### src/rtl/typeracer_pkg.sv
// Shared typeracer definitions: game state encodings, tracker phases, datapath widths
// and the words-per-minute saturation helper.
package typeracer_pkg;

    localparam int VALUE_W     = 7;
    localparam int SEC_W       = 8;
    localparam int WPM_W       = 8;
    localparam int SEC_PER_MIN = 60;
    localparam int DIVIDEND_W  = 13;
    localparam int DIVISOR_W   = 8;

    typedef enum logic [1:0] {
        GS_SELECT = 2'd0,
        GS_INGAME = 2'd1,
        GS_FINISH = 2'd2
    } game_state_e;

    typedef enum logic [1:0] {
        PH_IDLE = 2'd0,
        PH_RUN  = 2'd1,
        PH_CALC = 2'd2,
        PH_DONE = 2'd3
    } tracker_phase_e;

    // Any quotient bit above the result width means the score overflowed the display.
    function automatic logic [WPM_W-1:0] sat_wpm(input logic [DIVIDEND_W-1:0] q);
        if (|q[DIVIDEND_W-1:WPM_W]) begin
            return '1;
        end
        return q[WPM_W-1:0];
    endfunction

endpackage

### src/rtl/seq_divider.sv
// Restoring unsigned divider, one quotient bit per cycle, start/done handshake.
// Only built when GAME_TRACKER_WPM_EN is defined.
`ifdef GAME_TRACKER_WPM_EN
module seq_divider
    import typeracer_pkg::*;
(
    input  logic                  clk,
    input  logic                  rst,
    input  logic                  start,
    input  logic [DIVIDEND_W-1:0] dividend,
    input  logic [DIVISOR_W-1:0]  divisor,
    output logic [DIVIDEND_W-1:0] quotient,
    output logic                  done
);

    logic [DIVISOR_W-1:0]  rem_q;
    logic [DIVISOR_W-1:0]  dsr_q;
    logic [DIVIDEND_W-1:0] quo_q;
    logic [3:0]            cnt_q;
    logic                  busy_q;
    logic [DIVISOR_W:0]    trial;
    logic [DIVISOR_W-1:0]  diff;
    logic                  take;

    // quo_q shifts dividend bits out of the top while quotient bits enter at the bottom.
    always_comb begin
        trial = {rem_q, quo_q[DIVIDEND_W-1]};
        take  = (trial >= {1'b0, dsr_q});
        diff  = trial[DIVISOR_W-1:0] - dsr_q;
    end

    always_ff @(posedge clk or posedge rst) begin
        if (rst) begin
            rem_q  <= '0;
            dsr_q  <= '0;
            quo_q  <= '0;
            cnt_q  <= '0;
            busy_q <= 1'b0;
            done   <= 1'b0;
        end else begin
            done <= 1'b0;
            if (start) begin
                quo_q  <= dividend;
                rem_q  <= '0;
                dsr_q  <= divisor;
                cnt_q  <= 4'(DIVIDEND_W);
                busy_q <= 1'b1;
            end else if (busy_q) begin
                rem_q <= take ? diff : trial[DIVISOR_W-1:0];
                quo_q <= {quo_q[DIVIDEND_W-2:0], take};
                cnt_q <= cnt_q - 4'd1;
                if (cnt_q == 4'd1) begin
                    busy_q <= 1'b0;
                    done   <= 1'b1;
                end
            end
        end
    end

    assign quotient = quo_q;

endmodule
`endif

### src/rtl/game_tracker.sv
// Round tracker: seconds/words counting, end-of-round finish pulse and WPM result.
// GAME_TRACKER_WPM_EN enables the sequential WPM divider; otherwise wpm stays 0.
module game_tracker
    import typeracer_pkg::*;
#(
    parameter int CLK_HZ = 100_000_000
) (
    input  logic               clk,
    input  logic               rst,
    input  logic [1:0]         state,
    input  logic               mode,
    input  logic [VALUE_W-1:0] value,
    input  logic               word_done,
    output logic               finish,
    output logic [VALUE_W-1:0] remaining,
    output logic [SEC_W-1:0]   elapsed,
    output logic [VALUE_W-1:0] words,
    output logic [WPM_W-1:0]   wpm,
    output logic               wpm_valid,
    output tracker_phase_e     phase
);

    localparam int PRE_W = (CLK_HZ > 1) ? $clog2(CLK_HZ) : 1;

    tracker_phase_e     phase_q, phase_d;
    logic               mode_q;
    logic [VALUE_W-1:0] target_q;
    logic [PRE_W-1:0]   presc_q;
    logic [SEC_W-1:0]   elapsed_q, elapsed_nxt;
    logic [VALUE_W-1:0] words_q, words_nxt, rem_q, rem_nxt;
    logic [WPM_W-1:0]   wpm_q, calc_wpm;
    logic               finish_q, wpm_valid_q;
    logic               tick, end_hit, abort, calc_ready;
    logic               enter, end_round, calc_done, run_active;

    assign abort = (state == GS_SELECT);
    assign tick  = (presc_q == PRE_W'(CLK_HZ - 1));

    // Word mode compares the word count, time mode the whole-second count.
    assign end_hit = mode_q ? (words_q == target_q)
                            : (elapsed_q == {1'b0, target_q});

`ifdef GAME_TRACKER_WPM_EN
    logic [DIVIDEND_W-1:0] dividend;
    logic [DIVISOR_W-1:0]  divisor;
    logic [DIVIDEND_W-1:0] quotient;
    logic                  div_done;

    // Counters are frozen on the end-of-round cycle, so the divider loads alongside finish.
    assign dividend = DIVIDEND_W'(words_q) * DIVIDEND_W'(SEC_PER_MIN);
    assign divisor  = (elapsed_q == '0) ? DIVISOR_W'(1) : elapsed_q;

    seq_divider u_div (
        .clk      (clk),
        .rst      (rst),
        .start    (end_round),
        .dividend (dividend),
        .divisor  (divisor),
        .quotient (quotient),
        .done     (div_done)
    );

    assign calc_ready = div_done;
    assign calc_wpm   = sat_wpm(quotient);
`else
    assign calc_ready = 1'b1;
    assign calc_wpm   = '0;
`endif

    always_ff @(posedge clk or posedge rst) begin
        if (rst) begin
            phase_q <= PH_IDLE;
        end else begin
            phase_q <= phase_d;
        end
    end

    always_comb begin
        phase_d   = phase_q;
        enter     = 1'b0;
        end_round = 1'b0;
        calc_done = 1'b0;
        case (phase_q)
            PH_IDLE: begin
                if (state == GS_INGAME) begin
                    phase_d = PH_RUN;
                    enter   = 1'b1;
                end
            end
            PH_RUN: begin
                if (abort) begin
                    phase_d = PH_IDLE;
                end else if (end_hit) begin
                    phase_d   = PH_CALC;
                    end_round = 1'b1;
                end
            end
            PH_CALC: begin
                if (abort) begin
                    phase_d = PH_IDLE;
                end else if (calc_ready) begin
                    phase_d   = PH_DONE;
                    calc_done = 1'b1;
                end
            end
            PH_DONE: begin
                if (abort) begin
                    phase_d = PH_IDLE;
                end
            end
            default: phase_d = PH_IDLE;
        endcase
    end

    assign run_active = (phase_q == PH_RUN) && !abort && !end_hit;

    always_comb begin
        words_nxt   = words_q + VALUE_W'(word_done && (words_q != '1));
        elapsed_nxt = elapsed_q + SEC_W'(tick && (elapsed_q != '1));
        rem_nxt     = mode_q ? (target_q - words_nxt)
                             : (target_q - elapsed_nxt[VALUE_W-1:0]);
    end

    always_ff @(posedge clk or posedge rst) begin
        if (rst) begin
            mode_q      <= 1'b0;
            target_q    <= '0;
            presc_q     <= '0;
            elapsed_q   <= '0;
            words_q     <= '0;
            rem_q       <= '0;
            wpm_q       <= '0;
            finish_q    <= 1'b0;
            wpm_valid_q <= 1'b0;
        end else begin
            finish_q <= end_round;
            if (enter) begin
                mode_q      <= mode;
                target_q    <= value;
                presc_q     <= '0;
                elapsed_q   <= '0;
                words_q     <= '0;
                rem_q       <= value;
                wpm_q       <= '0;
                wpm_valid_q <= 1'b0;
            end else if (run_active) begin
                presc_q   <= tick ? '0 : presc_q + PRE_W'(1);
                elapsed_q <= elapsed_nxt;
                words_q   <= words_nxt;
                rem_q     <= rem_nxt;
            end
            if (calc_done) begin
                wpm_q       <= calc_wpm;
                wpm_valid_q <= 1'b1;
            end
        end
    end

    assign finish    = finish_q;
    assign remaining = rem_q;
    assign elapsed   = elapsed_q;
    assign words     = words_q;
    assign wpm       = wpm_q;
    assign wpm_valid = wpm_valid_q;
    assign phase     = phase_q;

endmodule

### config.mk
export PLATFORM = sky130hd
export DESIGN_NAME = game_tracker
export DESIGN_NICKNAME = d
export VERILOG_FILES = /design/src/rtl/typeracer_pkg.sv /design/src/rtl/seq_divider.sv /design/src/rtl/game_tracker.sv
export SDC_FILE = /design/constraint.sdc
export NUM_CORES = 1
export LEC_CHECK = 0
export ABC_AREA = 1
export CAP_MARGIN = 20
export CORE_MARGIN = 2
export CORE_UTILIZATION = 52
export CTS_BUF_LIST = sky130_fd_sc_hd__clkbuf_8 sky130_fd_sc_hd__clkbuf_16
export CTS_CLUSTER_SIZE = 20
export DETAILED_ROUTE_END_ITERATION = 8
export PLACE_DENSITY_LB_ADDON = 0.08
export SLEW_MARGIN = 20
export SYNTH_ARGS = -nofsm -noshare
export SYNTH_HDL_FRONTEND = slang
export SYNTH_HIERARCHICAL = 1
export SYNTH_SLANG_ARGS = --single-unit
### constraint.sdc
create_clock -name clk -period 3.38 [get_ports clk]
set_input_delay 0.338 -clock clk [delete_from_list [all_inputs] [get_ports clk]]
set_output_delay 0.338 -clock clk [all_outputs]
set_load 0.01 [all_outputs]
==> results by group <==
Status
  • Status: finished clean

Timing
  • Final Max Tran Viols: 0
  • Worst slew pin tran: 0.660 ns
  • Final min period: 3.31 ns
  • RSZ-0062 raised after global routing: true
  • Clk_skew: 0.00894 ns
  • Final setup fails: 0
  • Fmax: 302 MHz
  • Post-route clock period utilization: 97.8%
  • Max transition margin: 55.9%
  • Hold Fails Final Rpt: 0

Setup path
  • Critical path origin: presc_q[1]$_DFFE_PP0P_
  • R2R setup slack: 0.07 ns
  • Req. time, crit path: 3.62 ns
  • Crit Path Class: reg2reg
  • Critical Path Start Type: flop
  • Reg2reg start: presc_q[1]$_DFFE_PP0P_
  • Crit Path Max Fanout: 5
  • Reg2reg end: remaining[5]$_DFFE_PP0P_
  • Cells on worst reg2reg path: 24
  • Critical Path AT: 3.55 ns
  • CP endpoint: remaining[5]$_DFFE_PP0P_
  • CP Capture Type: flop

Layout
  • Commonest non-fill, non-tap cell in the layout: nand2_1
  • Most frequent cells in the layout: nand2_1, inv_1, nand3_1
  • Layout cells sized above 1: 13.6%
  • Fin area: 5160 um^2
  • Ant. Diodes: 0
  • Area grow syn2layout: 21.7%
  • Layout fillers: 713
  • Final cell count without fillers: 793
  • Final Util: 66.1%
  • Nets: 711

Power and ir drop
  • P per Cell Area: 852 nW/um^2
  • Pint: 0.00232 W
  • Clock power share: 12.7%
  • Leak: 2.41 nW
  • Combinational Power Share: 57.9%
  • VDD IR-drop max: 0.000665 V
  • Switch share: 47.3%
  • Sequential group share of total power: 29.5%
  • Switching power: 0.00208 W

Worst hold path
  • Worst Hold Class: in2async

Yosys
  • Synth top area cells: dfrtp_1, nand2_1, nand3_1
  • EDFF count, synth: 0
  • Synth cell types: 38
  • Ys async rst share: 100%
  • Mapped cell area: 4240 um^2
  • Sequential area share after synthesis: 36.0%
  • Synthesis Warnings: 6
  • Synth Instances: 616
  • Yosys reg bits: 61
  • Primary FF master, synth: dfrtp_1
  • Mapped Avg Cell Area: 6.88 um^2
  • Yosys top cell area share: 36.0%
  • Biggest area consumer among synthesized cells: dfrtp_1

Floorplanning
  • Die Area: 8890 um^2
  • Initial Utilization: 54.3%
  • Die Y: 94.3 um
  • Die Wd: 94.3 um
  • Core Box Area: 7810 um^2
  • FP Rows: 32
  • IO Pins: 47

Detailed routing
  • Via Count: 4,340
  • First-pass detailed-route iteration total: 4
  • Final WL: 12,400 um
  • Vias per inst: 5.47
  • Drc violations: 0
  • Drt initial violations: 198
  • Routed len/inst: 15.6 um
  • Routed Antenna Nets: 0

Global route
  • Initial antenna violation count: 0
  • Gr usage total: 29.4%
  • First-pass GRT wire length: 20,200 um
  • Vias in the first global route: 4,266
  • Pin count of the biggest net entering global routing: 37
  • Grt total ovfl: 0

Clocking
  • CTS Root Cell: clkbuf_8
  • Clock buffer count from CTS: 9
  • CTS Buffer Depth: 2
  • Clock transition at path regs: 0.07 ns
  • H-Tree Depth: 3
  • Worst-Skew Late Latency: 0.35 ns
  • TritonCTS clock tree: yes
  • Total clock sinks: 61
  • CTS Hold Buffers Added: 0

Placement
  • Dpl cell area: 4860 um^2
  • Placed Cells: 772
  • Hpwl dp: 8960 um
  • Port bufs: 38
  • Placer Congestion: 0.919

Run
  • Max_cap viols: 0
## sequential cells by signal, summed over array words and instances (netlist names)
| name | flops |
|---|---|
| mode_q | 1 |
| wpm_valid | 1 |
| remaining | 7 |
| presc_q | 27 |
| phase | 2 |
| target_q | 7 |
| finish | 1 |
| words | 7 |
| elapsed | 8 |
## Yosys cell counts (2+ instances only)
library cell and n:
o31ai_1 4, inv_1 70, nor2_2 3, or2_2 3, a31oi_1 3, ha_1 11, nor4_1 3, buf_4 8
buf_2 8, dfrtp_1 61, nand3_1 69, o21ai_0 26, nor2_1 56, o22ai_1 4, clkbuf_1 6, buf_6 6
nand2_1 177, nor3_1 16, a21oi_1 6, xor2_1 20, o21ai_1 23, nand4_1 16, inv_4 2
## worst min-delay path by stage
stage / slack (ns) / depth (start not counted) / start / endpoint
global route: 0.31 / 2 / rst / presc_q[24]$_DFFE_PP0P_
detailed placement: 0.46 / 2 / wpm_valid$_DFFE_PP0P_ / wpm_valid$_DFFE_PP0P_
CTS: 0.28 / 2 / rst / presc_q[24]$_DFFE_PP0P_
global placement: 0.46 / 2 / remaining[3]$_DFFE_PP0P_ / remaining[3]$_DFFE_PP0P_
floorplan: 0.46 / 2 / mode / mode_q$_DFFE_PP0P_
finish: 0.27 / 2 / rst / presc_q[24]$_DFFE_PP0P_
## through the flow
step                setup slack, ns  power (W)  setup TNS, ns  hold slack (ns)
floorplan                    0.0904    0.00284              0            0.459
global placement              0.120    0.00360              0            0.456
detailed placement          -0.0194    0.00365        -0.0194            0.458
CTS                         0.00855    0.00423              0            0.284
global route                 -0.145    0.00480         -0.398            0.312
finish                       0.0727    0.00440              0            0.275
## routing by layer
| metal | track usage, % | routed length, um | vias to the layer above |
|---|---|---|---|
| met5 | 0 | 0 | - |
| met4 | 14.0 | 373 | 0 |
| met3 | 3.21 | 515 | 32 |
| met2 | 52.9 | 6380 | 133 |
| met1 | 35.0 | 5100 | 2043 |
| li1 | - | - | 2132 |
## power groups by stage
stage / sequential (W) / clock (W) / combinational, W
3_5_place_dp: 0.00129 / 0 / 0.00236
5_1_grt: 0.00134 / 0.000603 / 0.00286
4_1_cts: 0.00128 / 0.000567 / 0.00238
2_1_floorplan: 0.00129 / 0 / 0.00155
3_3_place_gp: 0.00128 / 0 / 0.00232
6_report: 0.00130 / 0.000557 / 0.00255
## repair_timing
item                       in CTS  in global routing
setup endpoints to repair       2                  5
gates resized for setup         4                 26
pin swaps                       1                 15
setup buffers                   0                  5
## critical path, cell delays in order, from the launching register on
cell and delay [ns]:
dfrtp_1 0.36, ha_2 0.19, nand2_2 0.07, nor2_4 0.11, nand2_2 0.07, inv_2 0.09
nand3_2 0.08, a311oi_2 0.26, ha_2 0.27, nand3_2 0.10, nor2_2 0.15, inv_2 0.07
nand2_2 0.07, nor2_2 0.03, a31oi_1 0.21, ha_1 0.33, nand2_1 0.08, inv_1 0.05
nand4_1 0.09, nand3_2 0.10, or2_4 0.24, nand3_2 0.05, nand2_1 0.05, nand2_1 0.05
nand2_1 0.05
## cells by family (layout without fill, tap and decap cells)
group / count (synthesis) / in the layout / synth area share (%)
simple gates: 349 / 349 / 35.6
buf+inv: 101 / 169 / 11.1
fa+ha+maj: 12 / 12 / 3.72
xor+xnor: 21 / 21 / 4.34
other cells: 1 / 8 / 0.0884
compound gates: 71 / 71 / 9.21
flops: 61 / 61 / 36.0
## layout make-up
type	count	area [um^2]	share of cell area, %
Multi-Input combinational cell	461	2370	46.0
Sequential cell	61	1530	29.6
Timing Repair Buffer	80	696	13.5
Inverter	73	279	5.41
Tap cell	102	128	2.47
Clock buffer	9	124	2.40
Clock inverter	7	35.0	0.679
Power figures use the tool's default switching activity.
